$ cat config.mk
export PLATFORM = sky130hd
export DESIGN_NAME = pll_dyn_cfg_ctrl
export DESIGN_NICKNAME = d
export VERILOG_FILES = /design/src/rtl/pll_dyn_cfg_ctrl.sv
export SDC_FILE = /design/constraint.sdc
export NUM_CORES = 1
export LEC_CHECK = 0
export ABC_CLOCK_PERIOD_IN_PS = 3000
export CORE_AREA = 2 2 152 154
export DETAILED_ROUTE_END_ITERATION = 8
export DIE_AREA = 0 0 154 156
export PLACE_DENSITY = 0.85
export SLEW_MARGIN = 0
export SYNTH_ARGS = -nofsm -noshare
export SYNTH_HDL_FRONTEND = slang
export SYNTH_SLANG_ARGS = --single-unit
$ cat constraint.sdc
create_clock -name clk -period 3 [get_ports clk]
set_clock_uncertainty 0.15 [all_clocks]
set_input_delay 0.6 -clock clk [delete_from_list [all_inputs] [get_ports clk]]
set_output_delay 0.6 -clock clk [all_outputs]
set_load 0.01 [all_outputs]
$ cat src/rtl/pll_dyn_cfg_ctrl.sv
// pll_dyn_cfg_ctrl: initiator side of the system PLL dynamic-reconfiguration
// port. Accepts one divider/duty/phase request at a time, range-checks it,
// drives the new settings, pulses pll_rst and waits for a filtered lock.
// Also runs the power-on reset/lock sequence without issuing a response.
module pll_dyn_cfg_ctrl #(
    parameter int unsigned DEF_IDIV     = 2,
    parameter int unsigned DEF_FDIV     = 32,
    parameter int unsigned DEF_ODIV     = 100,
    parameter int unsigned DEF_DUTY     = 100,
    parameter int unsigned DEF_PHASE    = 16,
    parameter int unsigned RST_CYCLES   = 16,
    parameter int unsigned LOCK_STABLE  = 64,
    parameter int unsigned LOCK_TIMEOUT = 65535
) (
    input  logic        clk,
    input  logic        rst_n,
    input  logic        cfg_valid,
    output logic        cfg_ready,
    input  logic [9:0]  cfg_idiv,
    input  logic [9:0]  cfg_fdiv,
    input  logic [9:0]  cfg_odiv0,
    input  logic [9:0]  cfg_odiv1,
    input  logic [9:0]  cfg_odiv2,
    input  logic [9:0]  cfg_duty0,
    input  logic [9:0]  cfg_duty1,
    input  logic [9:0]  cfg_duty2,
    input  logic [12:0] cfg_phase0,
    input  logic [12:0] cfg_phase1,
    input  logic [12:0] cfg_phase2,
    output logic        resp_valid,
    output logic [1:0]  resp_code,
    output logic [9:0]  dyn_idiv,
    output logic [9:0]  dyn_fdiv,
    output logic [9:0]  dyn_odiv0,
    output logic [9:0]  dyn_odiv1,
    output logic [9:0]  dyn_odiv2,
    output logic [9:0]  dyn_duty0,
    output logic [9:0]  dyn_duty1,
    output logic [9:0]  dyn_duty2,
    output logic [12:0] dyn_phase0,
    output logic [12:0] dyn_phase1,
    output logic [12:0] dyn_phase2,
    output logic        pll_rst,
    input  logic        pll_lock,
    output logic        locked,
    output logic        lock_lost
);

    localparam int unsigned RW = $clog2(RST_CYCLES + 1);
    localparam int unsigned SW = $clog2(LOCK_STABLE + 1);
    localparam int unsigned TW = $clog2(LOCK_TIMEOUT + 1);

    localparam logic [RW-1:0] RST_LAST  = RW'(RST_CYCLES - 1);
    localparam logic [SW-1:0] STAB_DONE = SW'(LOCK_STABLE);
    localparam logic [TW-1:0] TO_LAST   = TW'(LOCK_TIMEOUT - 1);

    localparam logic [1:0] RESP_OK  = 2'b00;
    localparam logic [1:0] RESP_REJ = 2'b01;
    localparam logic [1:0] RESP_TO  = 2'b10;

    typedef enum logic [2:0] {
        BOOT_RST,
        IDLE,
        CHECK,
        APPLY_RST,
        WAIT_LOCK,
        RESP
    } state_t;

    typedef struct packed {
        logic [9:0]       idiv;
        logic [9:0]       fdiv;
        logic [2:0][9:0]  odiv;
        logic [2:0][9:0]  duty;
        logic [2:0][12:0] phase;
    } pll_cfg_t;

    localparam pll_cfg_t DEF_CFG = '{
        idiv:  10'(DEF_IDIV),
        fdiv:  10'(DEF_FDIV),
        odiv:  {3{10'(DEF_ODIV)}},
        duty:  {3{10'(DEF_DUTY)}},
        phase: {3{13'(DEF_PHASE)}}
    };

    state_t          state, state_nxt;
    pll_cfg_t        cfg_in, req_q, dyn_q;
    logic [RW-1:0]   rst_cnt, rst_cnt_d;
    logic [SW-1:0]   stab_cnt, stab_cnt_d;
    logic [TW-1:0]   to_cnt, to_cnt_d;
    logic            boot, boot_d;
    logic            pll_rst_d, locked_d, lock_lost_d;
    logic [1:0]      resp_code_d;
    logic            load_dyn;
    logic            hs, req_bad;
    logic            rst_done, stab_done, to_done;

    assign hs        = (state == IDLE) && cfg_valid && cfg_ready;
    assign rst_done  = (rst_cnt == RST_LAST);
    assign stab_done = (stab_cnt == STAB_DONE);
    assign to_done   = (to_cnt == TO_LAST);

    // Gather the request ports into one record for capture.
    always_comb begin
        cfg_in       = '0;
        cfg_in.idiv  = cfg_idiv;
        cfg_in.fdiv  = cfg_fdiv;
        cfg_in.odiv  = {cfg_odiv2, cfg_odiv1, cfg_odiv0};
        cfg_in.duty  = {cfg_duty2, cfg_duty1, cfg_duty0};
        cfg_in.phase = {cfg_phase2, cfg_phase1, cfg_phase0};
    end

    // Range check of the captured request; widths chosen so 2*odiv and 8*odiv never truncate.
    always_comb begin
        req_bad = (req_q.idiv == '0) || (req_q.fdiv == '0);
        for (int i = 0; i < 3; i++) begin
            if ((req_q.odiv[i] == '0) || (req_q.duty[i] == '0) ||
                ({1'b0, req_q.duty[i]} >= {req_q.odiv[i], 1'b0}) ||
                (req_q.phase[i] >= {req_q.odiv[i], 3'b000}))
                req_bad = 1'b1;
        end
    end

    // State register.
    always_ff @(posedge clk) begin
        if (!rst_n) state <= BOOT_RST;
        else        state <= state_nxt;
    end

    // Next-state decode.
    always_comb begin
        state_nxt = state;
        case (state)
            BOOT_RST:  if (rst_done) state_nxt = WAIT_LOCK;
            IDLE:      if (hs) state_nxt = CHECK;
            CHECK:     state_nxt = req_bad ? RESP : APPLY_RST;
            APPLY_RST: if (rst_done) state_nxt = WAIT_LOCK;
            WAIT_LOCK: if (stab_done || to_done) state_nxt = boot ? IDLE : RESP;
            RESP:      state_nxt = IDLE;
            default:   state_nxt = BOOT_RST;
        endcase
    end

    // Output/datapath decode: next values for every registered output and counter.
    // Counters default to zero so each timed state starts counting from 0.
    always_comb begin
        rst_cnt_d   = '0;
        stab_cnt_d  = '0;
        to_cnt_d    = '0;
        pll_rst_d   = pll_rst;
        locked_d    = locked;
        lock_lost_d = 1'b0;
        resp_code_d = resp_code;
        boot_d      = boot;
        load_dyn    = 1'b0;
        case (state)
            BOOT_RST, APPLY_RST: begin
                if (rst_done) pll_rst_d = 1'b0;
                else          rst_cnt_d = rst_cnt + 1'b1;
            end
            IDLE: begin
                // A single low sample while locked counts as lock loss; no retry.
                if (locked && !pll_lock) begin
                    locked_d    = 1'b0;
                    lock_lost_d = 1'b1;
                end
            end
            CHECK: begin
                if (req_bad) begin
                    resp_code_d = RESP_REJ;
                end else begin
                    load_dyn  = 1'b1;
                    pll_rst_d = 1'b1;
                    locked_d  = 1'b0;
                end
            end
            WAIT_LOCK: begin
                // Stable lock wins over timeout when both land on the same cycle.
                if (stab_done) begin
                    locked_d = 1'b1;
                    boot_d   = 1'b0;
                    if (!boot) resp_code_d = RESP_OK;
                end else if (to_done) begin
                    boot_d = 1'b0;
                    if (!boot) resp_code_d = RESP_TO;
                end else begin
                    to_cnt_d   = to_cnt + 1'b1;
                    stab_cnt_d = pll_lock ? stab_cnt + 1'b1 : '0;
                end
            end
            default: ;
        endcase
    end

    // Registered outputs, counters and request/setting storage.
    always_ff @(posedge clk) begin
        if (!rst_n) begin
            rst_cnt    <= '0;
            stab_cnt   <= '0;
            to_cnt     <= '0;
            boot       <= 1'b1;
            pll_rst    <= 1'b1;
            locked     <= 1'b0;
            lock_lost  <= 1'b0;
            resp_code  <= RESP_OK;
            resp_valid <= 1'b0;
            cfg_ready  <= 1'b0;
            req_q      <= '0;
            dyn_q      <= DEF_CFG;
        end else begin
            rst_cnt    <= rst_cnt_d;
            stab_cnt   <= stab_cnt_d;
            to_cnt     <= to_cnt_d;
            boot       <= boot_d;
            pll_rst    <= pll_rst_d;
            locked     <= locked_d;
            lock_lost  <= lock_lost_d;
            resp_code  <= resp_code_d;
            resp_valid <= (state_nxt == RESP);
            cfg_ready  <= (state_nxt == IDLE);
            if (hs)       req_q <= cfg_in;
            if (load_dyn) dyn_q <= req_q;
        end
    end

    assign dyn_idiv   = dyn_q.idiv;
    assign dyn_fdiv   = dyn_q.fdiv;
    assign dyn_odiv0  = dyn_q.odiv[0];
    assign dyn_odiv1  = dyn_q.odiv[1];
    assign dyn_odiv2  = dyn_q.odiv[2];
    assign dyn_duty0  = dyn_q.duty[0];
    assign dyn_duty1  = dyn_q.duty[1];
    assign dyn_duty2  = dyn_q.duty[2];
    assign dyn_phase0 = dyn_q.phase[0];
    assign dyn_phase1 = dyn_q.phase[1];
    assign dyn_phase2 = dyn_q.phase[2];

endmodule

==> results.json <==
{
  "timing.final.crit_period_ns": 3.099,
  "synth.top_cell.area_share_pct": 49.00,
  "ios": 249,
  "cp.arrival_ns": 3.44,
  "fin_ws_ns": -0.09923,
  "area_delta_synth_final_pct": 44.13,
  "finalSetupTns_ns": -0.5105,
  "syn_nets": 1609,
  "portBuffers": 248,
  "antenna_found_initial": 1,
  "critPathLaunchType": "register",
  "grt_setup_unrepaired": "yes",
  "hpwl_um": 25270,
  "ys_types": 50,
  "tightest_slew_ns": 0.7315,
  "core_area_mm2": 0.02237,
  "hold_ws_ns": 0.2299,
  "ys.flop_type": "dfxtp_1",
  "die_h_um": 156,
  "grt_pass1_vias": 10480,
  "routed_via_density": 5.720,
  "hold_buffers": 0,
  "ys_ff_latch": 277,
  "htreeDepth": 1,
  "cts_tree": "done",
  "slowest_stage": "or4_4",
  "drt_iter0_drc": 843,
  "critPathKind": "reg2reg",
  "fin_crit_sh_pct": 103.3,
  "async_flop_share_pct": 0,
  "final_nets": 1870,
  "critical-path-max-stage-delay_ns": 0.50,
  "cap_violations": 0,
  "initial_utilization_pct": 50.60,
  "place.gp.congestion": 0.9631,
  "die_area_mm2": 0.02402,
  "path_cells": "inv_1, ha_1, nand4b_1, or4_4, nand4_1, nor4_2, o2111ai_2, buf_4, nor3_4, buf_8, clkbuf_16, buf_6, a311oi_2, and3_1",
  "first_pass_iters": 5,
  "cts_buffers": 28,
  "n_antenna_cell": 0,
  "synth.area.top_cells": "dfxtp_1 49%, nand2_1 16%, a21oi_1 11%",
  "ir_worst_vdd_v": 0.0003812,
  "synthCells": 1423,
  "wirelength_um": 39180,
  "via_count": 11380,
  "syn_area_mm2": 0.01132,
  "hold_class": "in2reg",
  "end_kind": "register",
  "crit_path_max_fanout": 4,
  "p_leak_nw": 6.523,
  "synth_enable_flop_cells": 0,
  "clkTransAtPathRegs_ns": 0.06,
  "setup_viol_count_final": 10,
  "cts.sinks": 277,
  "avgSynthCellArea_um2": 7.953,
  "core.rowCount": 55,
  "status": "finished with violations",
  "yosysMostFrequentCell": "nand2_1",
  "yosys.area.top_type": "dfxtp_1",
  "synth_common_cells": "493 x nand2_1, 277 x dfxtp_1, 240 x a21oi_1",
  "clockBufferDepth": 3,
  "drc_errors": 0,
  "drv_slew": 0,
  "slew_headroom_pct": 51.23,
  "worstSkewPairLatency_ns": 0.55,
  "cp_num_buf_inv": 5,
  "root_buffer": "clkbuf_16",
  "grt_max_degree": 132,
  "path_delay_family": "simple AND/OR/NAND/NOR gates",
  "total_power_mw": 7.336,
  "drt-wirelength-per-cell_um": 19.70,
  "grt_overflow_total": 0,
  "hold_viol": 0,
  "ant_nets": 0,
  "synth_seq_area_share_pct": 49.00,
  "required_ns": 3.34,
  "layout-drive-gt1-share_pct": 16.37,
  "die_w_um": 154,
  "violations": "negative setup slack",
  "yosysWarnings": 0,
  "powerDensity_mw_per_mm2": 449.7,
  "max_freq_mhz": 322.7,
  "track_usage_pct": 28.73,
  "grt_pass1_wl_um": 55510
}
==> cells by family (layout without fill, tap and decap cells) <==
logic type               Yosys count  count (layout)  synth area share (%)
AO/OA/AOI/OAI                    284             284                 13.76
AND/OR/NAND/NOR                  647             647                 23.75
multiplexers                       2               2                0.1769
buffers and inverters            130             411                 4.798
XOR/XNOR                          20              20                 1.548
flip-flops                       277             277                 49.00
adder cells (fa/ha/maj)           63              63                 6.965
==> cell usage in the layout, fill, tap and decap left out, types with 27 or more instances in the layout <==
cell type          n
a21oi_1          189
a21oi_2           51
buf_4             37
clkbuf_16         37
clkdlybuf4s50_1  247
dfxtp_1          261
ha_1              55
inv_1             38
nand2_1          438
nand2_4           42
nand3_1           27
nor2_1            47
==> cell type report <==
type	instances	area [um2]
fillers	1499	6053
inverters	47	181.4
repair buffers	314	3317
clock inverters	9	73.82
flip-flops and latches	277	5568
well taps	285	356.6
multi-input cells	1016	5995
clock buffers	41	820.8
==> layer usage <==
metal  part of all wire [%]  up-vias  wire length (um)  track usage (%)
li1                       -     5270                 -                -
met1                     39     5382             15090            35.85
met2                     48      575             18820            49.39
met3                    8.9      148              3503            6.833
met4                    4.5        2              1753            8.812
met5                  0.031        -                12                0
==> per-stage QoR <==
| step | instances | util [%] | instance area (um2) | setup WS (ns) |
|---|---|---|---|---|
| 2_1_floorplan | 1423 | - | 11320 | 0.2319 |
| 3_3_place_gp | 1922 | 63.99 | 14310 | -0.05181 |
| 4_1_cts | 1972 | 68.09 | 15230 | -0.03431 |
| 5_1_grt | 1989 | 72.93 | 16310 | -0.1253 |
| 3_5_place_dp | 1922 | 63.99 | 14310 | -0.1200 |
| 6_report | 1989 | 72.93 | 16310 | -0.09923 |
==> final timing paths <==
check                           start                  endpoint  slack, ns  cells after the start
max            req_q[92]$_SDFFE_PN0P_     resp_valid$_SDFF_PN0_       -0.1                     14
min                             rst_n      pll_rst$_SDFFE_PN1P_       0.23                      2
max reg2reg    req_q[92]$_SDFFE_PN0P_     resp_valid$_SDFF_PN0_       -0.1                     14
min reg2reg  dyn_fdiv[0]$_SDFFE_PN0P_  dyn_fdiv[0]$_SDFFE_PN0P_       0.30                      2
==> report_power, final <==
part | internal, mW | leakage, nW | switching [mW]
Combinational | 0.150 | 3.84 | 0.101
Clock | 1.97 | 0.447 | 1.43
Sequential | 3.68 | 2.24 | 0.00275
==> what timing repair did <==
action / in CTS / in global routing
pin swaps: 2 / 97
endpoints found under the setup margin: 119 / 122
buffers inserted: 0 / 6
gates cloned: 0 / 11
resized for setup: 3 / 208
==> state kept, by name (all words and copies together) (netlist names), 5 cells and up <==
signal and count:
req_q 119, to_cnt 16, dyn_phase0 13, dyn_phase1 13
dyn_phase2 13, dyn_duty0 10, dyn_duty1 10, dyn_duty2 10
dyn_fdiv 10, dyn_idiv 10, dyn_odiv0 10, dyn_odiv1 10
dyn_odiv2 10, stab_cnt 7, rst_cnt 5
Note: power is estimated with default switching activity, not from simulation.
